$ cat config.mk
export PLATFORM = sky130hd
export DESIGN_NAME = cpu_trace_uart_flat
export DESIGN_NICKNAME = d
export VERILOG_FILES = /design/src/rtl/trace_pkg.sv /design/src/rtl/cpu_trace_uart_if.sv /design/src/rtl/uart_tx_byte.sv /design/src/rtl/cpu_trace_uart.sv /design/src/flat_wrapper.sv
export SDC_FILE = /design/constraint.sdc
export NUM_CORES = 1
export LEC_CHECK = 0
export CORE_AREA = 2 2 126 128
export DETAILED_ROUTE_END_ITERATION = 12
export DIE_AREA = 0 0 128 130
export GPL_ROUTABILITY_DRIVEN = 0
export GPL_TIMING_DRIVEN = 0
export PLACE_DENSITY = 0.76
export SYNTH_ARGS = -nofsm -noshare
export SYNTH_HDL_FRONTEND = slang
export SYNTH_SLANG_ARGS = --single-unit
$ cat constraint.sdc
create_clock -name clk -period 2.35 [get_ports clk]
set_input_delay 0.3525 -clock clk [delete_from_list [all_inputs] [get_ports clk]]
set_output_delay 0.3525 -clock clk [all_outputs]
set_load 0.01 [all_outputs]
$ cat src/rtl/trace_pkg.sv
// -----------------------------------------------------------------------------
// trace_pkg
// Shared definitions for the CPU M1 trace UART:
//   TRACE_SYNC         first byte of every frame
//   TRACE_FRAME_BYTES  bytes per frame (sync + pc + sp + 8 regs + checksum)
//   tx_state_e         per-byte UART transmitter states
//   seq_state_e        frame sequencer states (IDLE / SEND)
//   trace_byte()       selects frame byte N from the 96-bit snapshot
// Snapshot layout (96 bits): {pc[15:0], sp[15:0], b, c, d, e, h, l, a, f}.
// -----------------------------------------------------------------------------
package trace_pkg;

  localparam logic [7:0] TRACE_SYNC        = 8'hA5;
  localparam int         TRACE_FRAME_BYTES = 14;
  localparam logic [3:0] TRACE_LAST_IDX    = 4'(TRACE_FRAME_BYTES - 1);

  typedef enum logic [1:0] {
    TX_IDLE  = 2'd0,
    TX_START = 2'd1,
    TX_DATA  = 2'd2,
    TX_STOP  = 2'd3
  } tx_state_e;

  typedef enum logic {
    SEQ_IDLE = 1'b0,
    SEQ_SEND = 1'b1
  } seq_state_e;

  // XOR of the 12 payload bytes (frame bytes 1..12).
  function automatic logic [7:0] trace_checksum(input logic [95:0] snap);
    logic [7:0] c;
    c = '0;
    for (int k = 0; k < 12; k++) begin
      c = c ^ snap[8*k +: 8];
    end
    return c;
  endfunction

  // Frame byte idx: 0 = sync, 1..12 = payload MSB first, 13 = checksum.
  function automatic logic [7:0] trace_byte(input logic [95:0] snap,
                                            input logic [3:0]  idx);
    logic [7:0] b;
    b = TRACE_SYNC;
    if (idx >= 4'd1 && idx <= 4'd12) begin
      b = snap[8*(12 - int'(idx)) +: 8];
    end else if (idx == TRACE_LAST_IDX) begin
      b = trace_checksum(snap);
    end
    return b;
  endfunction

endpackage

$ cat src/rtl/cpu_trace_uart_if.sv
// -----------------------------------------------------------------------------
// cpu_trace_uart_if
// Bundles the trace-port signals between the CPU side and cpu_trace_uart.
//   enable, m1_start, pc, sp, regs   CPU side -> tracer
//   tx, busy, dropped                tracer -> CPU side / pin
//   tx_state, seq_state              tracer FSM states, for observation only
// Modports: master = CPU/host side, slave = tracer.
// -----------------------------------------------------------------------------
interface cpu_trace_uart_if;
  import trace_pkg::*;

  logic        enable;
  logic        m1_start;
  logic [15:0] pc;
  logic [15:0] sp;
  logic [63:0] regs;
  logic        tx;
  logic        busy;
  logic [15:0] dropped;
  tx_state_e   tx_state;
  seq_state_e  seq_state;

  modport master (
    output enable, m1_start, pc, sp, regs,
    input  tx, busy, dropped, tx_state, seq_state
  );

  modport slave (
    input  enable, m1_start, pc, sp, regs,
    output tx, busy, dropped, tx_state, seq_state
  );

endinterface

$ cat src/rtl/uart_tx_byte.sv
// -----------------------------------------------------------------------------
// uart_tx_byte
// 8N1 UART transmitter for one byte at a time, LSB first, line idles high.
// Ports:
//   clk, rst        clock, synchronous active-low reset
//   load_i, data_i  byte offer from the sequencer
//   ready_o         transmitter can take a byte this cycle
//   tx_o            registered UART line
//   state_o         current FSM state
// Handshake: a byte is transferred on a rising clk edge where load_i and
// ready_o are both 1. ready_o is high in IDLE and during the final cycle of
// the STOP bit, so a byte offered then starts its START bit on the very next
// cycle with no idle gap between bytes. load_i is ignored while ready_o is 0.
// -----------------------------------------------------------------------------
module uart_tx_byte
  import trace_pkg::*;
#(
  parameter int CLKS_PER_BIT = 87
) (
  input  logic       clk,
  input  logic       rst,
  input  logic       load_i,
  input  logic [7:0] data_i,
  output logic       ready_o,
  output logic       tx_o,
  output tx_state_e  state_o
);

  localparam int TW = (CLKS_PER_BIT > 2) ? $clog2(CLKS_PER_BIT) : 1;
  localparam logic [TW-1:0] BIT_RELOAD = TW'(CLKS_PER_BIT - 1);

  tx_state_e     state_q, state_d;
  logic [TW-1:0] timer_q, timer_d;
  logic [2:0]    bit_idx_q, bit_idx_d;
  logic [7:0]    shreg_q, shreg_d;
  logic          tx_q, tx_d;
  logic          bit_done;

  // Down-counter hits zero in the last cycle of the current bit.
  assign bit_done = (timer_q == '0);
  assign ready_o  = (state_q == TX_IDLE) || ((state_q == TX_STOP) && bit_done);
  assign tx_o     = tx_q;
  assign state_o  = state_q;

  always_ff @(posedge clk) begin
    if (!rst) begin
      state_q   <= TX_IDLE;
      timer_q   <= '0;
      bit_idx_q <= '0;
      shreg_q   <= '0;
      tx_q      <= 1'b1;
    end else begin
      state_q   <= state_d;
      timer_q   <= timer_d;
      bit_idx_q <= bit_idx_d;
      shreg_q   <= shreg_d;
      tx_q      <= tx_d;
    end
  end

  always_comb begin
    state_d   = state_q;
    timer_d   = bit_done ? BIT_RELOAD : (timer_q - TW'(1));
    bit_idx_d = bit_idx_q;
    shreg_d   = shreg_q;
    tx_d      = tx_q;

    unique case (state_q)
      TX_IDLE: begin
        timer_d = '0;
        tx_d    = 1'b1;
      end
      TX_START: begin
        if (bit_done) begin
          state_d   = TX_DATA;
          bit_idx_d = '0;
          tx_d      = shreg_q[0];
        end
      end
      TX_DATA: begin
        if (bit_done) begin
          if (bit_idx_q == 3'd7) begin
            state_d = TX_STOP;
            tx_d    = 1'b1;
          end else begin
            // Shift so the next bit to send always sits in shreg_q[0].
            bit_idx_d = bit_idx_q + 3'd1;
            shreg_d   = {1'b0, shreg_q[7:1]};
            tx_d      = shreg_q[1];
          end
        end
      end
      TX_STOP: begin
        if (bit_done) begin
          state_d = TX_IDLE;
          timer_d = '0;
        end
      end
      default: begin
        state_d = TX_IDLE;
        tx_d    = 1'b1;
      end
    endcase

    // Accepting a byte overrides the STOP->IDLE step above.
    if (load_i && ready_o) begin
      state_d   = TX_START;
      timer_d   = BIT_RELOAD;
      bit_idx_d = '0;
      shreg_d   = data_i;
      tx_d      = 1'b0;
    end
  end

endmodule

$ cat src/rtl/cpu_trace_uart.sv
// -----------------------------------------------------------------------------
// cpu_trace_uart
// On each i8080 M1 pulse, snapshots PC, SP and B,C,D,E,H,L,A,F and sends them
// as one 14-byte UART frame: A5, pc hi/lo, sp hi/lo, b..f, XOR(bytes 1..12).
// Ports:
//   clk   sys_clk, rising edge
//   rst   synchronous active-low reset
//   bus   cpu_trace_uart_if.slave: enable, m1_start, pc, sp, regs in;
//         tx, busy, dropped (saturating lost-M1 count), FSM states out
// While a frame is in flight (busy) the snapshot is frozen; enabled M1
// pulses that arrive then are counted in dropped instead of being captured.
// -----------------------------------------------------------------------------
module cpu_trace_uart
  import trace_pkg::*;
#(
  parameter int CLKS_PER_BIT = 87
) (
  input  logic            clk,
  input  logic            rst,
  cpu_trace_uart_if.slave bus
);

  seq_state_e  seq_state_q, seq_state_d;
  logic [3:0]  byte_idx_q, byte_idx_d;
  logic [95:0] snap_q, snap_d;
  logic [15:0] dropped_q, dropped_d;

  logic        capture;
  logic        drop;
  logic        last_byte;
  logic [3:0]  next_idx;
  logic        tx_load;
  logic [7:0]  tx_data;
  logic        tx_ready;
  logic        tx_line;
  tx_state_e   tx_state;

  assign capture   = bus.m1_start && bus.enable && (seq_state_q == SEQ_IDLE);
  assign drop      = bus.m1_start && bus.enable && (seq_state_q == SEQ_SEND);
  assign last_byte = (byte_idx_q == TRACE_LAST_IDX);
  assign next_idx  = byte_idx_q + 4'd1;

  always_ff @(posedge clk) begin
    if (!rst) begin
      seq_state_q <= SEQ_IDLE;
      byte_idx_q  <= '0;
      snap_q      <= '0;
      dropped_q   <= '0;
    end else begin
      seq_state_q <= seq_state_d;
      byte_idx_q  <= byte_idx_d;
      snap_q      <= snap_d;
      dropped_q   <= dropped_d;
    end
  end

  always_comb begin
    seq_state_d = seq_state_q;
    byte_idx_d  = byte_idx_q;
    snap_d      = snap_q;
    tx_load     = 1'b0;
    tx_data     = TRACE_SYNC;

    unique case (seq_state_q)
      SEQ_IDLE: begin
        // The sync byte is constant, so it is handed to the transmitter in
        // the capture cycle itself; the start bit begins the next cycle.
        if (capture) begin
          snap_d      = {bus.pc, bus.sp, bus.regs};
          byte_idx_d  = '0;
          seq_state_d = SEQ_SEND;
          tx_load     = 1'b1;
          tx_data     = TRACE_SYNC;
        end
      end
      SEQ_SEND: begin
        // While sending, tx_ready only rises in the last STOP cycle.
        if (tx_ready) begin
          if (last_byte) begin
            seq_state_d = SEQ_IDLE;
            byte_idx_d  = '0;
          end else begin
            byte_idx_d = next_idx;
            tx_load    = 1'b1;
            tx_data    = trace_byte(snap_q, next_idx);
          end
        end
      end
      default: begin
        seq_state_d = SEQ_IDLE;
        byte_idx_d  = '0;
      end
    endcase
  end

  always_comb begin
    dropped_d = dropped_q;
    if (drop && (dropped_q != 16'hFFFF)) begin
      dropped_d = dropped_q + 16'd1;
    end
  end

  uart_tx_byte #(
    .CLKS_PER_BIT(CLKS_PER_BIT)
  ) u_tx (
    .clk     (clk),
    .rst     (rst),
    .load_i  (tx_load),
    .data_i  (tx_data),
    .ready_o (tx_ready),
    .tx_o    (tx_line),
    .state_o (tx_state)
  );

  assign bus.tx        = tx_line;
  assign bus.busy      = (seq_state_q == SEQ_SEND);
  assign bus.dropped   = dropped_q;
  assign bus.tx_state  = tx_state;
  assign bus.seq_state = seq_state_q;

endmodule

$ cat src/flat_wrapper.sv
// flat-port wrapper written by rule: the top's interface ports become plain ports
module cpu_trace_uart_flat import trace_pkg::*;
#(
  parameter int CLKS_PER_BIT = 87
)
  (clk, rst, bus_enable, bus_m1_start, bus_pc, bus_sp, bus_regs, bus_tx, bus_busy, bus_dropped, bus_tx_state, bus_seq_state);
  cpu_trace_uart_if bus_i ();
  input  logic clk;
  input  logic rst;
  input wire logic [$bits(bus_i.enable)-1:0] bus_enable;
  input wire logic [$bits(bus_i.m1_start)-1:0] bus_m1_start;
  input wire logic [$bits(bus_i.pc)-1:0] bus_pc;
  input wire logic [$bits(bus_i.sp)-1:0] bus_sp;
  input wire logic [$bits(bus_i.regs)-1:0] bus_regs;
  output wire logic [$bits(bus_i.tx)-1:0] bus_tx;
  output wire logic [$bits(bus_i.busy)-1:0] bus_busy;
  output wire logic [$bits(bus_i.dropped)-1:0] bus_dropped;
  output wire logic [$bits(bus_i.tx_state)-1:0] bus_tx_state;
  output wire logic [$bits(bus_i.seq_state)-1:0] bus_seq_state;
  assign bus_i.enable = bus_enable;
  assign bus_i.m1_start = bus_m1_start;
  assign bus_i.pc = bus_pc;
  assign bus_i.sp = bus_sp;
  assign bus_i.regs = bus_regs;
  assign bus_tx = bus_i.tx;
  assign bus_busy = bus_i.busy;
  assign bus_dropped = bus_i.dropped;
  assign bus_tx_state = bus_i.tx_state;
  assign bus_seq_state = bus_i.seq_state;
  cpu_trace_uart #(.CLKS_PER_BIT(CLKS_PER_BIT)) u_core (.clk(clk), .rst(rst), .bus(bus_i));
endmodule
==> impl_metrics.json, run 1 <==
{
  "status": "completed",
  "vias": 6577,
  "yosysWarnings": 0,
  "arrival_ns": 2.66,
  "syn-cell-area_sq_um": 7390,
  "p_leak_uw": 0.00346,
  "worst_hold_slack_ns": 0.444,
  "synthCells": 849,
  "slew_violations": 0,
  "min_period_ns": 2.31,
  "grt-busiest-layer": "met2",
  "grt_start_max_net_pins": 17,
  "skew_ns": 0.00579,
  "min_path_type": "reg -> reg",
  "cts_htree_levels": 4,
  "clkLatencyLatePin_ns": 0.43,
  "area_delta_synth_final_pct": 30.7,
  "endpoint_kind": "register",
  "cts_inserted_buffers": 17,
  "antenna_found_initial": 0,
  "syn_nets": 962,
  "grt_pass1_wl_microns": 32200,
  "synthArstFlopShare": 0,
  "post-dp-hpwl_microns": 15300,
  "die_w_microns": 128,
  "crit_family": "simple AND/OR/NAND/NOR gates",
  "dieArea_sq_um": 16600,
  "post-synth-top-count-cell": "nand2_1",
  "ant_nets": 0,
  "clk_pin_slew_ns": 0.06,
  "num_io_pins": 121,
  "use_met2": 0.423,
  "drive_above_1_share": 0.106,
  "cts.sink_count": 138,
  "portBuffers": 119,
  "num_antenna_cells": 0,
  "clockBufferDepth": 2,
  "synth_area_per_cell_sq_um": 8.70,
  "grt_pass1_vias": 6333,
  "post-route-util": 0.626,
  "max_freq_ghz": 0.433,
  "crit_type": "reg -> reg",
  "vias_per_cell": 5.49,
  "nNetsFinal": 1108,
  "drc_errors": 0,
  "netlist_top_cells_count": "nand2_1 (215), dfxtp_1 (138), a21boi_0 (89)",
  "start_kind": "register",
  "hold_viol": 0,
  "core_area_sq_um": 15400,
  "dpl.cell_count": 1160,
  "yosysTopAreaCell": "dfxtp_1",
  "cts_tree": "built",
  "initial_core_util": 0.479,
  "cp.required_ns": 2.70,
  "slowest_delay_ns": 0.57,
  "die_h_microns": 130,
  "rows": 46,
  "worst-slew-pin-transition_ns": 0.811,
  "synth-edff-count": 0,
  "cts-hold-fix-buffers": 0,
  "drt_iter0_markers": 520,
  "worst-path-buf-inv": 2,
  "synthFlopType": "dfxtp_1",
  "dr.pass1.iters": 5,
  "final_cells": 1199,
  "crit_top_cell": "buf_4",
  "finalSetupViolCount": 0,
  "ys_seq_elements": 138,
  "maxCapViolations": 0,
  "p_total_uw": 6970,
  "grt_use_met3": 0.0554,
  "synth_area_leaders": "dfxtp_1 (37%), nand2_1 (11%), a21boi_0 (9.0%), xnor2_1 (8.8%), mux4_2 (7.3%)",
  "met1_usage": 0.308,
  "period_share": 0.983,
  "grt_usage": 0.254,
  "crit_path_max_fanout": 8,
  "max_slew_margin": 0.458,
  "overflow": 0,
  "irDropWorstVdd_mv": 0.559,
  "path_cells": "buf_4, ha_4, nand3b_1, a21oi_4, or4_4, a211oi_4, buf_4, nand2_1, a41oi_2",
  "ys_types": 57,
  "wirelength_microns": 20500,
  "slowest_stage": "or4_4",
  "filler_cell_count": 1333,
  "cts_root_buffer": "clkbuf_16",
  "powerDensity_nw_per_um2": 722,
  "synth_top_area_frac": 0.374,
  "wl_per_cell_microns": 17.1,
  "synth_seq_area_share": 0.374
}
-- logic make-up (layout without fill, tap and decap cells) --
| kind of cell | count (synthesis) | after routing | synth area share |
|---|---|---|---|
| and+or+nand+nor | 318 | 318 | 0.185 |
| AOI/OAI and AO/OA | 189 | 189 | 0.173 |
| DFF | 138 | 138 | 0.374 |
| xor gates and xnor gates | 101 | 101 | 0.133 |
| buffers and inverters | 61 | 219 | 0.0334 |
| muxes | 29 | 29 | 0.0806 |
| adders and majority gates | 13 | 13 | 0.0220 |
-- registers in the layout, indices dropped and copies added (netlist names) --
name                   cells
u_core.bus.dropped        16
u_core.byte_idx_q          4
u_core.u_tx.shreg_q        8
u_core.u_tx.bit_idx_q      3
u_core.u_tx.tx_o           1
u_core.snap_q             96
u_core.u_tx.state_o        2
u_core.u_tx.timer_q        7
u_core.bus.busy            1
-- power by group --
group          switching, uW  internal [uW]
Sequential               152           2480
Clock                   1010           1930
Combinational            656            743
Total                   1810           5160
-- per-layer routing --
metal | share of wire | wire length (microns) | vias to the layer above
li1 | - | - | 3205
met1 | 0.42 | 8620 | 3061
met2 | 0.47 | 9680 | 247
met3 | 0.060 | 1230 | 64
met4 | 0.047 | 959 | 0
met5 | 0 | 0 | -
-- layout by cell type, fill, tap and decap left out, drive strengths merged, types with 4 or more instances in the layout --
| cell | synthesis | layout |
|---|---|---|
| nand2 | 215 | 215 |
| dfxtp | 138 | 138 |
| clkdlybuf4s50 | 0 | 119 |
| a21boi | 90 | 90 |
| xnor2 | 74 | 74 |
| clkbuf | 37 | 54 |
| a21oi | 42 | 42 |
| nor2 | 39 | 39 |
| o21ai | 28 | 28 |
| buf | 15 | 26 |
| mux4 | 24 | 24 |
| xor2 | 20 | 20 |
| nand3 | 13 | 13 |
| ha | 13 | 13 |
| and3 | 11 | 11 |
| inv | 8 | 9 |
| xnor3 | 7 | 7 |
| nand3b | 6 | 6 |
| nand4 | 5 | 5 |
| nor3 | 5 | 5 |
| o211ai | 5 | 5 |
| bufinv | 0 | 5 |
| mux2 | 4 | 4 |
| and2 | 4 | 4 |
| o22ai | 4 | 4 |
| or2 | 4 | 4 |
| clkinv | 1 | 4 |
-- per-stage QoR --
| step | setup TNS [ns] | setup slack, ns | instance area, sq um |
|---|---|---|---|
| after CTS | -0.0380 | -0.0292 | 9580 |
| after global routing | -0.0175 | -0.0175 | 9660 |
| after detailed placement | -29.40 | -0.593 | 8820 |
| final | 0 | 0.0396 | 9660 |
| after global placement | -27.93 | -0.562 | 8820 |
| after floorplan | 0 | 0.0101 | 7390 |
-- what timing repair did --
item                       CTS  global route
pin swaps                    3             8
gates cloned                 0             0
setup endpoints to repair   51            30
setup buffers               10             4
resized for setup           15            21
-- cell type report --
type                       count  area [sq um]  share of cell area
multi-input combinational    650          4470               0.463
sequential                   138          2770               0.287
buffer                        46           191              0.0198
timing repair buffer         133          1300               0.134
tap                          192           240              0.0249
clock inverter                11           193              0.0200
inverter                       9          36.3             0.00376
clock buffer                  20           457              0.0473
-- worst paths after layout --
| path | from | to | slack [ns] | depth (start not counted) |
|---|---|---|---|---|
| max | u_core.byte_idx_q[0] | u_core.u_tx.shreg_q[7] | 0.04 | 9 |
| min | u_core.u_tx.timer_q[0] | u_core.u_tx.timer_q[0] | 0.44 | 1 |
| max reg2reg | u_core.byte_idx_q[0] | u_core.u_tx.shreg_q[7] | 0.04 | 9 |
| min reg2reg | u_core.u_tx.timer_q[0] | u_core.u_tx.timer_q[0] | 0.44 | 1 |
(Power assumes the default switching activity.)
==> run 2, diff against run 1 <==
CAP_MARGIN = 10   (was default)
PLACE_DENSITY = 0.87   (was 0.76)
SKIP_CTS_REPAIR_TIMING = 1   (was default)
==> impl_metrics.json, run 2 (same netlist as run 1, synthesis figures left out) <==
{
  "grt_start_max_net_pins": 17,
  "clk_pin_slew_ns": 0.06,
  "grt_usage": 0.263,
  "cts.sink_count": 138,
  "p_leak_uw": 0.00348,
  "post-dp-hpwl_microns": 15400,
  "clockBufferDepth": 2,
  "timing.setup.tns_ns": -0.126,
  "drive_above_1_share": 0.110,
  "period_share": 1.02,
  "top_register": "u_core.snap_q",
  "min_path_type": "reg -> reg",
  "worst-slew-pin-transition_ns": 0.818,
  "hold_end": "u_core.u_tx.timer_q[0]",
  "ant_nets": 0,
  "skew_ns": 0.00863,
  "postPlaceCellArea_sq_um": 8820,
  "min_period_ns": 2.39,
  "slowest_stage": "or4_4",
  "p_sw_frac": 0.273,
  "vias": 6989,
  "initial_core_util": 0.479,
  "grt_pass1_wl_microns": 33700,
  "rows": 46,
  "drt_iter0_markers": 580,
  "crit_top_cell": "buf_6",
  "max_slew_margin": 0.453,
  "path_cells": "inv_4, ha_4, buf_6, nand2b_4, a21oi_4, or4_4, a211oi_4, buf_6, a221oi_4, a21oi_1",
  "area_delta_synth_final_pct": 30.8,
  "wl_per_cell_microns": 18.6,
  "min_from": "u_core.u_tx.timer_q[0]",
  "maxCapViolations": 0,
  "final_cell_mix": "nand2_1 (213), dfxtp_1 (136), clkdlybuf4s50_1 (119)",
  "portBuffers": 119,
  "max_freq_ghz": 0.419,
  "nNetsFinal": 1106,
  "grt_pass1_vias": 6665,
  "power_frac_comb": 0.206,
  "slowest_delay_ns": 0.59,
  "crit_type": "reg -> reg",
  "antenna_found_initial": 0,
  "finalSetupViolCount": 6,
  "cts_tree": "built",
  "crit_path_max_fanout": 8,
  "status": "complete, but fails checks",
  "num_io_pins": 121,
  "die_h_microns": 130,
  "clkLatencyLatePin_ns": 0.43,
  "layout_commonest_cell": "nand2_1",
  "r2r-start": "u_core.byte_idx_q[1]",
  "rsz0062_at_grt": "true",
  "largest_reg_flops": 96,
  "core_area_sq_um": 15400,
  "reg2reg_to": "u_core.u_tx.shreg_q[0]",
  "dieArea_sq_um": 16600,
  "cts_inserted_buffers": 17,
  "irDropWorstVdd_mv": 0.552,
  "wirelength_microns": 22200,
  "dp_slack_ns": -0.481,
  "cts_root_buffer": "clkbuf_16",
  "drc_errors": 0,
  "arrival_ns": 2.74,
  "cp.depth": 10,
  "start_kind": "register",
  "num_antenna_cells": 0,
  "slew_violations": 0,
  "setup_slack_ns": -0.0367,
  "dr.pass1.iters": 5,
  "design_area_sq_um": 9670,
  "endpoint_kind": "register",
  "p_clk_frac": 0.415,
  "worst-path-buf-inv": 3,
  "rr_worst_depth": 10,
  "intPower_uw": 5070,
  "powerDensity_nw_per_um2": 722,
  "vias_per_cell": 5.84,
  "cts_htree_levels": 4,
  "pwr-share-seq": 0.379,
  "overflow": 0,
  "holdPathStages": 1,
  "violations": "negative setup slack",
  "crit_family": "simple AND/OR/NAND/NOR gates",
  "die_w_microns": 128,
  "r2r_slack_ns": -0.04,
  "hold_viol": 0,
  "cp.required_ns": 2.71,
  "power.switching_uw": 1910,
  "p_total_uw": 6970
}
run 2: worst register-to-register path, cell delays in order (launching register included):
cell and delay (ns):
dfxtp_4 0.40, inv_4 0.05, ha_4 0.25, buf_6 0.12, nand2b_4 0.14, a21oi_4 0.07, or4_4 0.59, a211oi_4 0.27
buf_6 0.20, a221oi_4 0.09, a21oi_1 0.14
run 2: final cells by class:
cell class                      instances  area [sq um]
Timing Repair Buffer                  130          1280
Sequential cell                       138          2770
Fill cell                            1156          5760
Tap cell                              192           240
Buffer                                 47           206
Inverter                                9          38.8
Clock inverter                         10           166
Multi-Input combinational cell        650          4500
Clock buffer                           20           467
run 2: how the worst max path moves through the flow:
stage,startpoint,end,slack (ns)
detailed placement,bus_m1_start,u_core.snap_q[77],-0.48
global placement,bus_m1_start,u_core.u_tx.timer_q[3],-0.44
floorplan,u_core.byte_idx_q[0],u_core.u_tx.shreg_q[7],0.01
global route,u_core.byte_idx_q[1],u_core.u_tx.shreg_q[6],-0.09
finish,u_core.byte_idx_q[1],u_core.u_tx.shreg_q[0],-0.04
CTS,u_core.byte_idx_q[1],u_core.u_tx.shreg_q[0],-0.35
run 2: per-layer routing:
layer / vias to the layer above / share of wire / global-route usage
met4: 0 / 0.054 / 0.151
met3: 126 / 0.084 / 0.0648
met5: - / 0 / 0
met2: 410 / 0.49 / 0.453
met1: 3267 / 0.37 / 0.299
li1: 3186 / - / -
run 2: through the flow:
stage               std cells  hold WS (ns)  utilization
detailed placement       1160         0.436        0.572
CTS                      1190         0.450        0.613
finish                   1196         0.442        0.627
global route             1196         0.460        0.627
global placement         1160         0.426        0.572
floorplan                 849         0.413            -
run 2: power by group through the flow:
| stage | Sequential (uW) | Combinational (uW) | Clock, uW |
|---|---|---|---|
| 2_1_floorplan | 2630 | 901 | 0 |
| 3_3_place_gp | 2670 | 1280 | 0 |
| 3_5_place_dp | 2680 | 1310 | 0 |
| 4_1_cts | 2630 | 1340 | 2900 |
| 5_1_grt | 2650 | 1540 | 3000 |
| 6_report | 2640 | 1440 | 2890 |
